--- src/rtl/pe_dispatch_controller_if.sv ---
// Handshake bundle between the dispatch controller, its input feature-map buffer
// and the processing-element array that it drives in lockstep.
interface pe_dispatch_controller_if #(
  parameter int NUM_PE           = 4,
  parameter int BIN_LEN          = 8,
  parameter int INPUT_WIDTH_LOG  = 3,
  parameter int INPUT_HEIGHT_LOG = 3
);
  logic                        start;
  logic                        busy;
  logic                        done;
  logic                        in_rd_en;
  logic [INPUT_WIDTH_LOG-1:0]  in_rd_width_index;
  logic [INPUT_HEIGHT_LOG-1:0] in_rd_height_index;
  logic [BIN_LEN-1:0]          in_rd_val;
  logic [NUM_PE-1:0]           pe_enable;
  logic [BIN_LEN-1:0]          pe_input_val;
  logic [INPUT_WIDTH_LOG-1:0]  pe_input_width_index;
  logic [INPUT_HEIGHT_LOG-1:0] pe_input_height_index;
  logic [NUM_PE-1:0]           pe_done;
  logic [15:0]                 skip_count;

  modport master (
    input  start, in_rd_val, pe_done,
    output busy, done, in_rd_en, in_rd_width_index, in_rd_height_index,
           pe_enable, pe_input_val, pe_input_width_index, pe_input_height_index,
           skip_count
  );

  modport slave (
    output start, in_rd_val, pe_done,
    input  busy, done, in_rd_en, in_rd_width_index, in_rd_height_index,
           pe_enable, pe_input_val, pe_input_width_index, pe_input_height_index,
           skip_count
  );
endinterface

--- src/rtl/pe_dispatch_controller.sv ---
// Walks one input feature map in raster order, broadcasting each pixel to the PE
// array and waiting for every PE to report done; zero pixels can be skipped and counted.
module pe_dispatch_controller #(
  parameter int NUM_PE           = 4,
  parameter int BIN_LEN          = 8,
  parameter int INPUT_WIDTH      = 8,
  parameter int INPUT_HEIGHT     = 8,
  parameter int INPUT_WIDTH_LOG  = 3,
  parameter int INPUT_HEIGHT_LOG = 3,
  parameter int SKIP_ZERO        = 1
) (
  input  logic                     clock,
  input  logic                     reset,
  pe_dispatch_controller_if.master bus
);

  typedef enum logic [2:0] {
    IDLE    = 3'd0,
    FETCH   = 3'd1,
    CAPTURE = 3'd2,
    RUN     = 3'd3,
    RELEASE = 3'd4,
    FINISH  = 3'd5
  } state_t;

  localparam bit                          SKIP_EN  = (SKIP_ZERO != 0);
  localparam logic [INPUT_WIDTH_LOG-1:0]  COL_LAST = INPUT_WIDTH_LOG'(INPUT_WIDTH - 1);
  localparam logic [INPUT_HEIGHT_LOG-1:0] ROW_LAST = INPUT_HEIGHT_LOG'(INPUT_HEIGHT - 1);

  state_t                      state_q, state_d;
  logic [INPUT_HEIGHT_LOG-1:0] row_q, row_d;
  logic [INPUT_WIDTH_LOG-1:0]  col_q, col_d;
  logic [15:0]                 skip_q, skip_d;
  logic [NUM_PE-1:0]           mask_q, mask_d;
  logic [NUM_PE-1:0]           en_q, en_d;
  logic [BIN_LEN-1:0]          val_q, val_d;
  logic [INPUT_WIDTH_LOG-1:0]  pw_q, pw_d;
  logic [INPUT_HEIGHT_LOG-1:0] ph_q, ph_d;
  logic                        busy_q, busy_d;
  logic                        done_q, done_d;
  logic                        rd_en_q, rd_en_d;
  logic                        adv_s;
  logic                        last_s;
  logic                        all_done_s;

  function automatic logic [15:0] sat_inc16(input logic [15:0] v);
    return (v == 16'hFFFF) ? v : (v + 16'd1);
  endfunction

  assign last_s     = (row_q == ROW_LAST) && (col_q == COL_LAST);
  assign all_done_s = ((mask_q | bus.pe_done) == {NUM_PE{1'b1}});

  // Next-state and registered-output computation for the pixel sequencer.
  always_comb begin
    state_d = state_q;
    row_d   = row_q;
    col_d   = col_q;
    skip_d  = skip_q;
    mask_d  = mask_q;
    en_d    = en_q;
    val_d   = val_q;
    pw_d    = pw_q;
    ph_d    = ph_q;
    busy_d  = busy_q;
    done_d  = 1'b0;
    rd_en_d = 1'b0;
    adv_s   = 1'b0;

    case (state_q)
      IDLE: begin
        if (bus.start) begin
          state_d = FETCH;
          row_d   = {INPUT_HEIGHT_LOG{1'b0}};
          col_d   = {INPUT_WIDTH_LOG{1'b0}};
          skip_d  = 16'd0;
          busy_d  = 1'b1;
          rd_en_d = 1'b1;
        end else begin
          state_d = IDLE;
        end
      end
      FETCH: begin
        state_d = CAPTURE;
      end
      CAPTURE: begin
        val_d = bus.in_rd_val;
        pw_d  = col_q;
        ph_d  = row_q;
        if (SKIP_EN && (bus.in_rd_val == {BIN_LEN{1'b0}})) begin
          skip_d = sat_inc16(skip_q);
          adv_s  = 1'b1;
        end else begin
          state_d = RUN;
          en_d    = {NUM_PE{1'b1}};
          mask_d  = {NUM_PE{1'b0}};
        end
      end
      RUN: begin
        // The mask remembers PEs whose done pulse has already come and gone.
        mask_d = mask_q | bus.pe_done;
        if (all_done_s) begin
          state_d = RELEASE;
          en_d    = {NUM_PE{1'b0}};
        end else begin
          state_d = RUN;
        end
      end
      RELEASE: begin
        adv_s = 1'b1;
      end
      FINISH: begin
        busy_d  = 1'b0;
        state_d = IDLE;
      end
      default: begin
        state_d = IDLE;
      end
    endcase

    if (adv_s) begin
      if (last_s) begin
        state_d = FINISH;
        done_d  = 1'b1;
      end else begin
        state_d = FETCH;
        rd_en_d = 1'b1;
        if (col_q == COL_LAST) begin
          col_d = {INPUT_WIDTH_LOG{1'b0}};
          row_d = row_q + INPUT_HEIGHT_LOG'(1);
        end else begin
          col_d = col_q + INPUT_WIDTH_LOG'(1);
        end
      end
    end else begin
      adv_s = 1'b0;
    end
  end

  // State and output registers; reset abandons any pass in progress.
  always_ff @(posedge clock or posedge reset) begin
    if (reset) begin
      state_q <= IDLE;
      row_q   <= {INPUT_HEIGHT_LOG{1'b0}};
      col_q   <= {INPUT_WIDTH_LOG{1'b0}};
      skip_q  <= 16'd0;
      mask_q  <= {NUM_PE{1'b0}};
      en_q    <= {NUM_PE{1'b0}};
      val_q   <= {BIN_LEN{1'b0}};
      pw_q    <= {INPUT_WIDTH_LOG{1'b0}};
      ph_q    <= {INPUT_HEIGHT_LOG{1'b0}};
      busy_q  <= 1'b0;
      done_q  <= 1'b0;
      rd_en_q <= 1'b0;
    end else begin
      state_q <= state_d;
      row_q   <= row_d;
      col_q   <= col_d;
      skip_q  <= skip_d;
      mask_q  <= mask_d;
      en_q    <= en_d;
      val_q   <= val_d;
      pw_q    <= pw_d;
      ph_q    <= ph_d;
      busy_q  <= busy_d;
      done_q  <= done_d;
      rd_en_q <= rd_en_d;
    end
  end

  assign bus.busy                  = busy_q;
  assign bus.done                  = done_q;
  assign bus.in_rd_en              = rd_en_q;
  assign bus.in_rd_width_index     = col_q;
  assign bus.in_rd_height_index    = row_q;
  assign bus.pe_enable             = en_q;
  assign bus.pe_input_val          = val_q;
  assign bus.pe_input_width_index  = pw_q;
  assign bus.pe_input_height_index = ph_q;
  assign bus.skip_count            = skip_q;

endmodule
--- src/flat_wrapper.sv ---
// flat-port wrapper written by rule: the top's interface ports become plain ports
module pe_dispatch_controller_flat 
#(
  parameter int NUM_PE           = 4,
  parameter int BIN_LEN          = 8,
  parameter int INPUT_WIDTH      = 8,
  parameter int INPUT_HEIGHT     = 8,
  parameter int INPUT_WIDTH_LOG  = 3,
  parameter int INPUT_HEIGHT_LOG = 3,
  parameter int SKIP_ZERO        = 1
)
  (clock, reset, bus_start, bus_in_rd_val, bus_pe_done, bus_busy, bus_done, bus_in_rd_en, bus_in_rd_width_index, bus_in_rd_height_index, bus_pe_enable, bus_pe_input_val, bus_pe_input_width_index, bus_pe_input_height_index, bus_skip_count);
  pe_dispatch_controller_if #(.NUM_PE(NUM_PE), .BIN_LEN(BIN_LEN), .INPUT_WIDTH_LOG(INPUT_WIDTH_LOG), .INPUT_HEIGHT_LOG(INPUT_HEIGHT_LOG)) bus_i ();
  input  logic clock;
  input  logic reset;
  input wire logic [$bits(bus_i.start)-1:0] bus_start;
  input wire logic [$bits(bus_i.in_rd_val)-1:0] bus_in_rd_val;
  input wire logic [$bits(bus_i.pe_done)-1:0] bus_pe_done;
  output wire logic [$bits(bus_i.busy)-1:0] bus_busy;
  output wire logic [$bits(bus_i.done)-1:0] bus_done;
  output wire logic [$bits(bus_i.in_rd_en)-1:0] bus_in_rd_en;
  output wire logic [$bits(bus_i.in_rd_width_index)-1:0] bus_in_rd_width_index;
  output wire logic [$bits(bus_i.in_rd_height_index)-1:0] bus_in_rd_height_index;
  output wire logic [$bits(bus_i.pe_enable)-1:0] bus_pe_enable;
  output wire logic [$bits(bus_i.pe_input_val)-1:0] bus_pe_input_val;
  output wire logic [$bits(bus_i.pe_input_width_index)-1:0] bus_pe_input_width_index;
  output wire logic [$bits(bus_i.pe_input_height_index)-1:0] bus_pe_input_height_index;
  output wire logic [$bits(bus_i.skip_count)-1:0] bus_skip_count;
  assign bus_i.start = bus_start;
  assign bus_i.in_rd_val = bus_in_rd_val;
  assign bus_i.pe_done = bus_pe_done;
  assign bus_busy = bus_i.busy;
  assign bus_done = bus_i.done;
  assign bus_in_rd_en = bus_i.in_rd_en;
  assign bus_in_rd_width_index = bus_i.in_rd_width_index;
  assign bus_in_rd_height_index = bus_i.in_rd_height_index;
  assign bus_pe_enable = bus_i.pe_enable;
  assign bus_pe_input_val = bus_i.pe_input_val;
  assign bus_pe_input_width_index = bus_i.pe_input_width_index;
  assign bus_pe_input_height_index = bus_i.pe_input_height_index;
  assign bus_skip_count = bus_i.skip_count;
  pe_dispatch_controller #(.NUM_PE(NUM_PE), .BIN_LEN(BIN_LEN), .INPUT_WIDTH(INPUT_WIDTH), .INPUT_HEIGHT(INPUT_HEIGHT), .INPUT_WIDTH_LOG(INPUT_WIDTH_LOG), .INPUT_HEIGHT_LOG(INPUT_HEIGHT_LOG), .SKIP_ZERO(SKIP_ZERO)) u_core (.clock(clock), .reset(reset), .bus(bus_i));
endmodule
--- config.mk ---
export PLATFORM = sky130hd
export DESIGN_NAME = pe_dispatch_controller_flat
export DESIGN_NICKNAME = d
export VERILOG_FILES = /design/src/rtl/pe_dispatch_controller_if.sv /design/src/rtl/pe_dispatch_controller.sv /design/src/flat_wrapper.sv
export SDC_FILE = /design/constraint.sdc
export NUM_CORES = 1
export LEC_CHECK = 0
export CORE_MARGIN = 2
export CORE_UTILIZATION = 35
export CTS_CLUSTER_SIZE = 8
export DETAILED_ROUTE_END_ITERATION = 16
export DONT_BUFFER_PORTS = 1
export PLACE_DENSITY_LB_ADDON = 0.25
export SETUP_SLACK_MARGIN = 0.2
export SLEW_MARGIN = 20
export SYNTH_ARGS = -nofsm -noshare
export SYNTH_HDL_FRONTEND = slang
export SYNTH_SLANG_ARGS = --single-unit
--- constraint.sdc ---
create_clock -name clock -period 6 [get_ports clock]
set_input_delay 1.2 -clock clock [delete_from_list [all_inputs] [get_ports clock]]
set_output_delay 1.2 -clock clock [all_outputs]
set_load 0.05 [all_outputs]
==> Word-level counts from Yosys, hierarchy flattened <==
Index checks and enable logic that the tools add are counted.
{ "totals": {"out_inout_bits": 43, "reg_bits": 50} }
{ "op_classes": {"addsub": 3, "n_mux": 35, "reduce_logical": 11, "bitwise_logic": 1, "n_eq_ne": 16} }
{ "op_table": {"columns": ["operator", "count"], "rows": [
  ["16-bit two-way mux", 3],
  ["3-bit two-way mux", 14],
  ["16-bit case mux with 2 select lines", 1],
  ["16-bit by 1-bit adder with 16-bit output (second input constant)", 1],
  ["16-bit equality test (second input constant)", 1],
  ["4-bit case mux with 2 select lines", 2],
  ["3-bit case mux with 5 select lines", 1],
  ["3-bit equality test (second input constant)", 4],
  ["4-bit two-way mux", 3],
  ["1-bit two-way mux", 9],
  ["8-bit logical NOT", 1],
  ["3-bit by 1-bit adder with 3-bit output (second input constant)", 2],
  ["3-bit by 2-bit equality test with 1-bit output (second input constant)", 2],
  ["2-bit by 1-bit != test with 1-bit output (second input constant)", 3],
  ["2-bit != test (second input constant)", 3],
  ["2-bit AND reduction", 3],
  ["2-bit nonzero test", 3],
  ["4-bit equality test (second input constant)", 1],
  ["4-bit bitwise OR", 1],
  ["1-bit case mux with 2 select lines", 2],
  ["4-bit AND reduction", 1],
  ["3-bit by 1-bit equality test with 1-bit output (second input constant)", 1],
  ["3-bit logical NOT", 1],
  ["3-bit != test (second input constant)", 1],
  ["other kinds (2)", 2]
]} }

==> Depth between registers and ports, before layout <==
Gate-level depths: netlist (run 1).
{ "depth": {"depth_word": 5, "depth_mapped": 8, "depth_no_buf": 6} }

==> Least setup slack after synthesis (run 1) <==
No wires, ideal clock.
{ "synth_timing": {"path_type": "input to register", "start": "input port bus_in_rd_val[5]", "end": "register u_core.skip_q[10], in the netlist u_core.bus.skip_count[10]", "required_ps": 5932, "setup_time_ps": 68, "setup_slack_ps": 3134, "stages": 6, "n_path_buf": 1, "t_arrival_ps": 2799, "cell_sequence": "nor4_2 -> nand3_4 -> or4_1 -> buf_2 -> or4_1 -> nand2_1"} }
{ "synth_via": {"elab_chain_len": 3} }
{ "synth_rtl": {"columns": ["item", "line", "text"], "rows": [
  ["from (decl)", "flat_wrapper.sv:17", "input wire logic [$bits(bus_i.in_rd_val)-1:0] bus_in_rd_val;"],
  ["8-bit logical NOT", "pe_dispatch_controller.sv:89", "if (SKIP_EN && (bus.in_rd_val == {BIN_LEN{1'b0}})) begin"],
  ["2-bit by 1-bit != test with 1-bit output (no line)", null, null],
  ["4-bit AND reduction (no line)", null, null],
  ["to (signal assigned)", "pe_dispatch_controller.sv:158", "skip_q <= skip_d;"],
  ["to (decl)", "pe_dispatch_controller.sv:33", "logic [15:0] skip_q, skip_d;"]
]} }
Every way passes these cells.
A chain may end at the register's enable or synchronous reset.

==> Worst setup path after layout (run 1) <==
{ "layout_timing": {"start": "register u_core.state_q[0]", "end": "register u_core.skip_q[10], in the netlist u_core.bus.skip_count[10]"} }
{ "layout_via": {"elab_chain_len": 3} }
{ "layout_rtl": {"columns": ["item", "line", "text"], "rows": [
  ["from (decl)", "pe_dispatch_controller.sv:30", "state_t state_q, state_d;"],
  ["from (signal assigned)", "pe_dispatch_controller.sv:155", "state_q <= state_d;"],
  ["3-bit by 2-bit equality test with 1-bit output or 3-bit logical NOT (tied branches)", "pe_dispatch_controller.sv:69", "case (state_q)"],
  ["2-bit by 1-bit != test with 1-bit output (no line), or another cell as far along", null, null],
  ["4-bit AND reduction (no line)", null, null]
]} }
Several ways; a longest one is shown, not always the timed one.

==> qor.yml, run 1 <==
run_status:
  outcome: "complete, no violations"
setup_path:
  timing.reg2reg.setup_slack_ns: 3.24
  timing.critical_path.fanout_max: 16
  start_kind: "flop"
  timing.setup.critical_path_class: "flop to flop"
  critical_path_arrival_ns: 3.00
  critical_path.endpoint_type: "flop"
  cp_data_required_time_ns: 6.24
pwr:
  power.ir.vdd_worst_mv: 0.2167
  totalPowerFinal_uw: 1087
  power_per_cell_area_nw_per_um2: 444.2
  total_leakage_power_uw: 0.001057
yosys:
  synthesis.area_per_instance_um2: 10.51
  netlist_top_cells_count: "sky130_fd_sc_hd__dfrtp_1, sky130_fd_sc_hd__nand2_1, sky130_fd_sc_hd__nor2_1, sky130_fd_sc_hd__mux2_2, sky130_fd_sc_hd__a21oi_1"
  synth_cell_types: 40
  ys_seq_area_share_pct: 50.65
  syn_area_um2: 2322
  synthDominantAreaCellType: "sky130_fd_sc_hd__dfrtp_1"
  ys_async_sr_fraction_pct: 100.0
  mappedNetlistNets: 241
  yosys_warnings: 0
  synth-main-ff-cell: "sky130_fd_sc_hd__dfrtp_1"
  synthDominantCellAreaShare_pct: 50.65
  synth-edff-count: 0
  synth.ff_latch_count: 47
  synthCells: 221
  ys_top_cells_by_area: "sky130_fd_sc_hd__dfrtp_1, sky130_fd_sc_hd__mux2_2, sky130_fd_sc_hd__nand2_1"
  yosys.cell_count.top_type: "sky130_fd_sc_hd__dfrtp_1"
drt:
  detailedRoute.firstIterationViolations: 84
  detailedRoute.firstPassIterationCount: 2
  routed_wire_length_per_instance_um: 16.21
  totalWireLength_mm: 4.733
  drc: 0
  route.detailed.vias_per_inst: 5.435
  route.vias.total: 1587
  route.antenna.remaining_nets: 0
clock_network:
  insertion_delay_ns: 0.30
  cts_clock_pin_slew_for_the_worst_setup_and_hold_paths_ns: 0.09
  cts.repair_timing.setup_buffer_count: 0
  cts_htree_levels: 2
  hold_fix_buffers_cts: 0
  cts_root_buf: "sky130_fd_sc_hd__clkbuf_8"
  clock_sink_count: 47
  cts_resized: 0
  clock_tree_from_tritoncts: "done"
  clk_path_buf_depth: 2
  cts-buffers-inserted: 5
sta:
  worst_slew_pin_slew_ns: 0.9899
  maxClockFrequency_mhz: 362.8
  finalSetupTns_ns: 0
  rsz0062_at_grt: "no"
  finalSetupViolations: 0
  final-max-slew-violation-count: 0
  skew_ns: 0.004306
  final_hold_viol_count: 0
  post-route-worst-setup-slack_ns: 3.244
  layout_worst_path_cycle_share_pct: 45.94
  relSlewSlack_pct: 34.00
  finalWorstPathRequiredPeriod_ns: 2.756
run:
  drv.max_cap_violation_count: 0
global_route:
  grt_max_degree: 48
  grt_pass1_wl_mm: 7.990
  overflow: 0
  antenna_found_initial: 0
  grt_use_total_pct: 13.77
  via_count_of_the_first_global_routing_pass: 1576
floorplanning:
  io-pin-count: 58
  start_util_pct: 36.36
  rows: 29
  dieArea_um2: 7303
  die_height_um: 85.46
  floorplan.core_area_um2: 6386
  die_width_um: 85.46
final_layout:
  nets: 234
  share_of_final_layout_standard_cells_stronger_than_drive_strength_1_pct: 16.28
  antenna_cells: 0
  layout-area-overhead-vs-synth_pct: 5.388
  finish.cell_count_without_fillers: 292
min_path:
  min-delay-path-class: "flop to flop"
placement:
  dpl.hpwl_mm: 3.338
  place.gp.congestion: 0.7598
  dp_slack_ns: 2.952
  placed_cells: 284
  portBuffers: 0
-- critical path: stages (launching register included) --
cell	delay [ns]
sky130_fd_sc_hd__dfrtp_1	0.57
sky130_fd_sc_hd__nor3b_4	0.82
sky130_fd_sc_hd__nand3_4	0.23
sky130_fd_sc_hd__or4_1	0.57
sky130_fd_sc_hd__or4_1	0.43
sky130_fd_sc_hd__nand2_1	0.07
-- through the flow --
step	hold slack, ns	cell area [µm²]	util [%]
after floorplan	0.4996	2322	-
after global placement	0.5239	2342	36.68
after detailed placement	0.5352	2342	36.68
after CTS	0.5554	2446	38.30
after global routing	0.5845	2447	38.32
final	0.5528	2447	38.32
-- area by class of cell --
cell class / count / area [µm²]
Inverter: 10 / 38.79
Clock inverter: 1 / 7.507
Tap cell: 77 / 96.34
Multi-Input combinational cell: 150 / 1031
Clock buffer: 7 / 96.34
Fill cell: 647 / 3939
Sequential cell: 47 / 1177
-- cells in the final DEF (no fill, tap or decap), types with 2 or more instances in the layout --
cell type	count
sky130_fd_sc_hd__dfrtp_1	46
sky130_fd_sc_hd__nand2_1	25
sky130_fd_sc_hd__nor2_1	18
sky130_fd_sc_hd__mux2_2	14
sky130_fd_sc_hd__a21oi_1	13
sky130_fd_sc_hd__inv_1	9
sky130_fd_sc_hd__nand3_1	7
sky130_fd_sc_hd__mux2i_1	7
sky130_fd_sc_hd__clkbuf_8	7
sky130_fd_sc_hd__nor3_1	6
sky130_fd_sc_hd__xnor2_1	6
sky130_fd_sc_hd__nand4_1	5
sky130_fd_sc_hd__o21ai_0	5
sky130_fd_sc_hd__ha_1	5
sky130_fd_sc_hd__nor4_1	4
sky130_fd_sc_hd__or4_1	4
sky130_fd_sc_hd__or2_2	3
sky130_fd_sc_hd__o211ai_1	3
sky130_fd_sc_hd__a31o_2	3
sky130_fd_sc_hd__nor4_2	2
sky130_fd_sc_hd__and3_1	2
sky130_fd_sc_hd__nor2b_1	2
sky130_fd_sc_hd__o22ai_1	2
-- kinds of logic after synthesis --
family          after synthesis  synth area share, %
simple gates                 83                19.02
flops                        47                50.65
compound gates               35                10.61
buf+inv                      24                4.957
mux                          21                9.806
xor+xnor                      6                2.263
fa+ha+maj                     5                2.694
-- worst paths after layout --
path,start,end,depth (start not counted)
min,u_core.mask_q[1]$_DFFE_PP0P_,u_core.mask_q[1]$_DFFE_PP0P_,2
min reg2reg,u_core.mask_q[1]$_DFFE_PP0P_,u_core.mask_q[1]$_DFFE_PP0P_,2
max,u_core.state_q[0]$_DFFE_PP0P_,u_core.bus.skip_count[10]$_DFFE_PP0P_,5
min in group asynchronous,reset,u_core.bus.pe_enable[2]$_DFFE_PP0P_,1
max in group asynchronous,reset,u_core.bus.pe_enable[2]$_DFFE_PP0P_,1
max reg2reg,u_core.state_q[0]$_DFFE_PP0P_,u_core.bus.skip_count[10]$_DFFE_PP0P_,5
-- per-layer routing --
metal  track usage, %  share of wire, %
met2            21.45                46
met3            4.475               6.8
met4            3.896              0.78
met5                0                 0
met1            18.41                46
-- flip-flops by register name, indices dropped and copies added, names as in the netlist --
signal,flops
u_core.bus.skip_count,16
u_core.bus.pe_input_val,8
u_core.mask_q,4
u_core.bus.in_rd_height_index,3
u_core.bus.in_rd_width_index,3
u_core.bus.pe_input_height_index,3
u_core.bus.pe_input_width_index,3
u_core.state_q,3
u_core.bus.busy,1
u_core.bus.done,1
u_core.bus.in_rd_en,1
u_core.bus.pe_enable,1
-- report_power, final --
group / leakage [µW] / switching [µW] / internal (µW)
clock network: 0.0000505 / 107 / 105
logic: 0.000394 / 105 / 101
registers: 0.000613 / 284 / 385
total: 0.00106 / 496 / 591
Note: power is estimated with default switching activity, not from simulation.
==> inputs of run 2 (changes only) <==
- clock period: 6 -> 2.8 ns (I/O delays scaled with it)
==> qor.yml, run 2 (same netlist as run 1, synthesis figures left out) <==
pwr:
  power.ir.vdd_worst_mv: 0.7053
  power_per_cell_area_nw_per_um2: 960.1
  total_leakage_power_uw: 0.001172
drt:
  routed_wire_length_per_instance_um: 15.48
  drc: 0
  route.detailed.vias_per_inst: 5.341
  detailedRoute.firstPassIterationCount: 4
  route.vias.total: 1661
  totalWireLength_mm: 4.813
  detailedRoute.firstIterationViolations: 106
  route.antenna.remaining_nets: 0
min_path:
  min-delay-path-class: "primary input to asynchronous set/reset pin"
setup_path:
  start_kind: "flop"
  timing.critical_path.fanout_max: 7
  timing.setup.critical_path_class: "flop to flop"
  worst_r2r_startpoint: "u_core.bus.skip_count[12]$_DFFE_PP0P_"
  timing.critical_path.from: "u_core.bus.skip_count[12]$_DFFE_PP0P_"
  critical_path.endpoint_type: "flop"
  cp_data_required_time_ns: 3.04
  critical_path_arrival_ns: 2.44
sta:
  finalSetupTns_ns: 0
  final_hold_viol_count: 0
  maxClockFrequency_mhz: 454.5
  finalWorstPathRequiredPeriod_ns: 2.200
  post-route-worst-setup-slack_ns: 0.5996
  relSlewSlack_pct: 34.86
  layout_worst_path_cycle_share_pct: 78.58
  skew_ns: 0.004127
  rsz0062_at_grt: "no"
  finalSetupViolations: 0
  worst_slew_pin_slew_ns: 0.9771
  final-max-slew-violation-count: 0
floorplanning:
  rows: 29
  start_util_pct: 36.36
  die_width_um: 85.46
  io-pin-count: 58
  dieArea_um2: 7303
  die_height_um: 85.46
  floorplan.core_area_um2: 6386
global_route:
  grt_pass1_wl_mm: 8.252
  grt_use_total_pct: 14.11
  grt_max_degree: 48
  gr-usage-met2_pct: 21.80
  via_count_of_the_first_global_routing_pass: 1660
  grt-busiest-layer: "met2"
  antenna_found_initial: 0
  grt.met3_usage_pct: 3.794
  overflow: 0
  groute.layer.met1.usage_pct: 19.02
final_layout:
  share_of_final_layout_standard_cells_stronger_than_drive_strength_1_pct: 22.65
  largest_register_ff_count: 16
  nets: 253
  finish.cell_count_without_fillers: 311
  layout-area-overhead-vs-synth_pct: 12.72
  final_cell_mix: "sky130_fd_sc_hd__dfrtp_1, sky130_fd_sc_hd__nand2_1, sky130_fd_sc_hd__buf_4"
  leading_cell_type_in_the_layout_fill_and_taps_excluded: "sky130_fd_sc_hd__dfrtp_1"
  antenna_cells: 0
  final_core_util_pct: 40.99
placement:
  placed_cells: 303
  dpl.hpwl_mm: 3.488
  place.gp.congestion: 0.8139
  portBuffers: 0
  dp_slack_ns: 0.3709
clock_network:
  cts_root_buf: "sky130_fd_sc_hd__clkbuf_8"
  hold_fix_buffers_cts: 0
  cts_htree_levels: 2
  insertion_delay_ns: 0.30
  clk_path_buf_depth: 2
  cts.repair_timing.setup_buffer_count: 0
  cts_clock_pin_slew_for_the_worst_setup_and_hold_paths_ns: 0.09
  clock_tree_from_tritoncts: "done"
  cts-buffers-inserted: 5
  cts_resized: 0
  clock_sink_count: 47
run:
  drv.max_cap_violation_count: 0
run_status:
  outcome: "complete, no violations"
## run 2: cell count changes in the layout (fill, tap and decap cells not counted)
cell | before | now
sky130_fd_sc_hd__clkinvlp_4 | 1 | 0
sky130_fd_sc_hd__clkbuf_8 | 7 | 5
sky130_fd_sc_hd__buf_4 | 0 | 19
sky130_fd_sc_hd__bufinv_16 | 0 | 2
sky130_fd_sc_hd__inv_2 | 0 | 1
sky130_fd_sc_hd__clkinv_2 | 1 | 0
sky130_fd_sc_hd__clkbuf_1 | 0 | 1
## run 2: report_power, final
part | internal (µW) | switching (µW) | total, µW
registers | 826 | 547 | 1370
logic | 263 | 293 | 556
clock network | 357 | 227 | 584
total | 1450 | 1070 | 2510
## run 2: worst paths after layout
path | end | slack, ns | depth (start not counted)
min in group clock | u_core.bus.pe_input_val[0]$_DFFE_PP0P_ | 0.41 | 1
min | u_core.state_q[0]$_DFFE_PP0P_ | 0.30 | 2
max | u_core.bus.skip_count[10]$_DFFE_PP0P_ | 0.60 | 5
max reg2reg | u_core.bus.skip_count[10]$_DFFE_PP0P_ | 0.60 | 5
max in group asynchronous | u_core.bus.pe_enable[2]$_DFFE_PP0P_ | 2.08 | 2
min reg2reg | u_core.mask_q[1]$_DFFE_PP0P_ | 0.55 | 2
## run 2: per-layer routing
metal / vias to the layer above / wire length [µm]
li1: 807 / -
met1: 799 / 2207
met2: 48 / 2203
met3: 7 / 326
met4: 0 / 76
met5: - / 0
## run 2: critical path: stages, from the launching register on
cell	delay (ns)
sky130_fd_sc_hd__dfrtp_1	0.60
sky130_fd_sc_hd__nand4_1	0.32
sky130_fd_sc_hd__nor2_1	0.07
sky130_fd_sc_hd__or4_1	0.64
sky130_fd_sc_hd__or4_1	0.44
sky130_fd_sc_hd__nand2_1	0.08
## run 2: final cells by class
cell class,instances,area [µm²]
Multi-Input combinational cell,150,1031
Sequential cell,47,1177
Tap cell,77,96.34
Clock buffer,6,72.57
Timing Repair Buffer,19,142.6
Clock inverter,2,60.06
Fill cell,626,3769
Inverter,10,37.54
## run 2: metrics by stage
stage               area [µm²]  hold slack [ns]  total power, µW
floorplan                 2322           0.4996             1834
CTS                       2618           0.3166             2544
detailed placement        2485           0.5267             1954
finish                    2618           0.2984             2513
global route              2618           0.3474             2655
global placement          2485           0.5148             1941
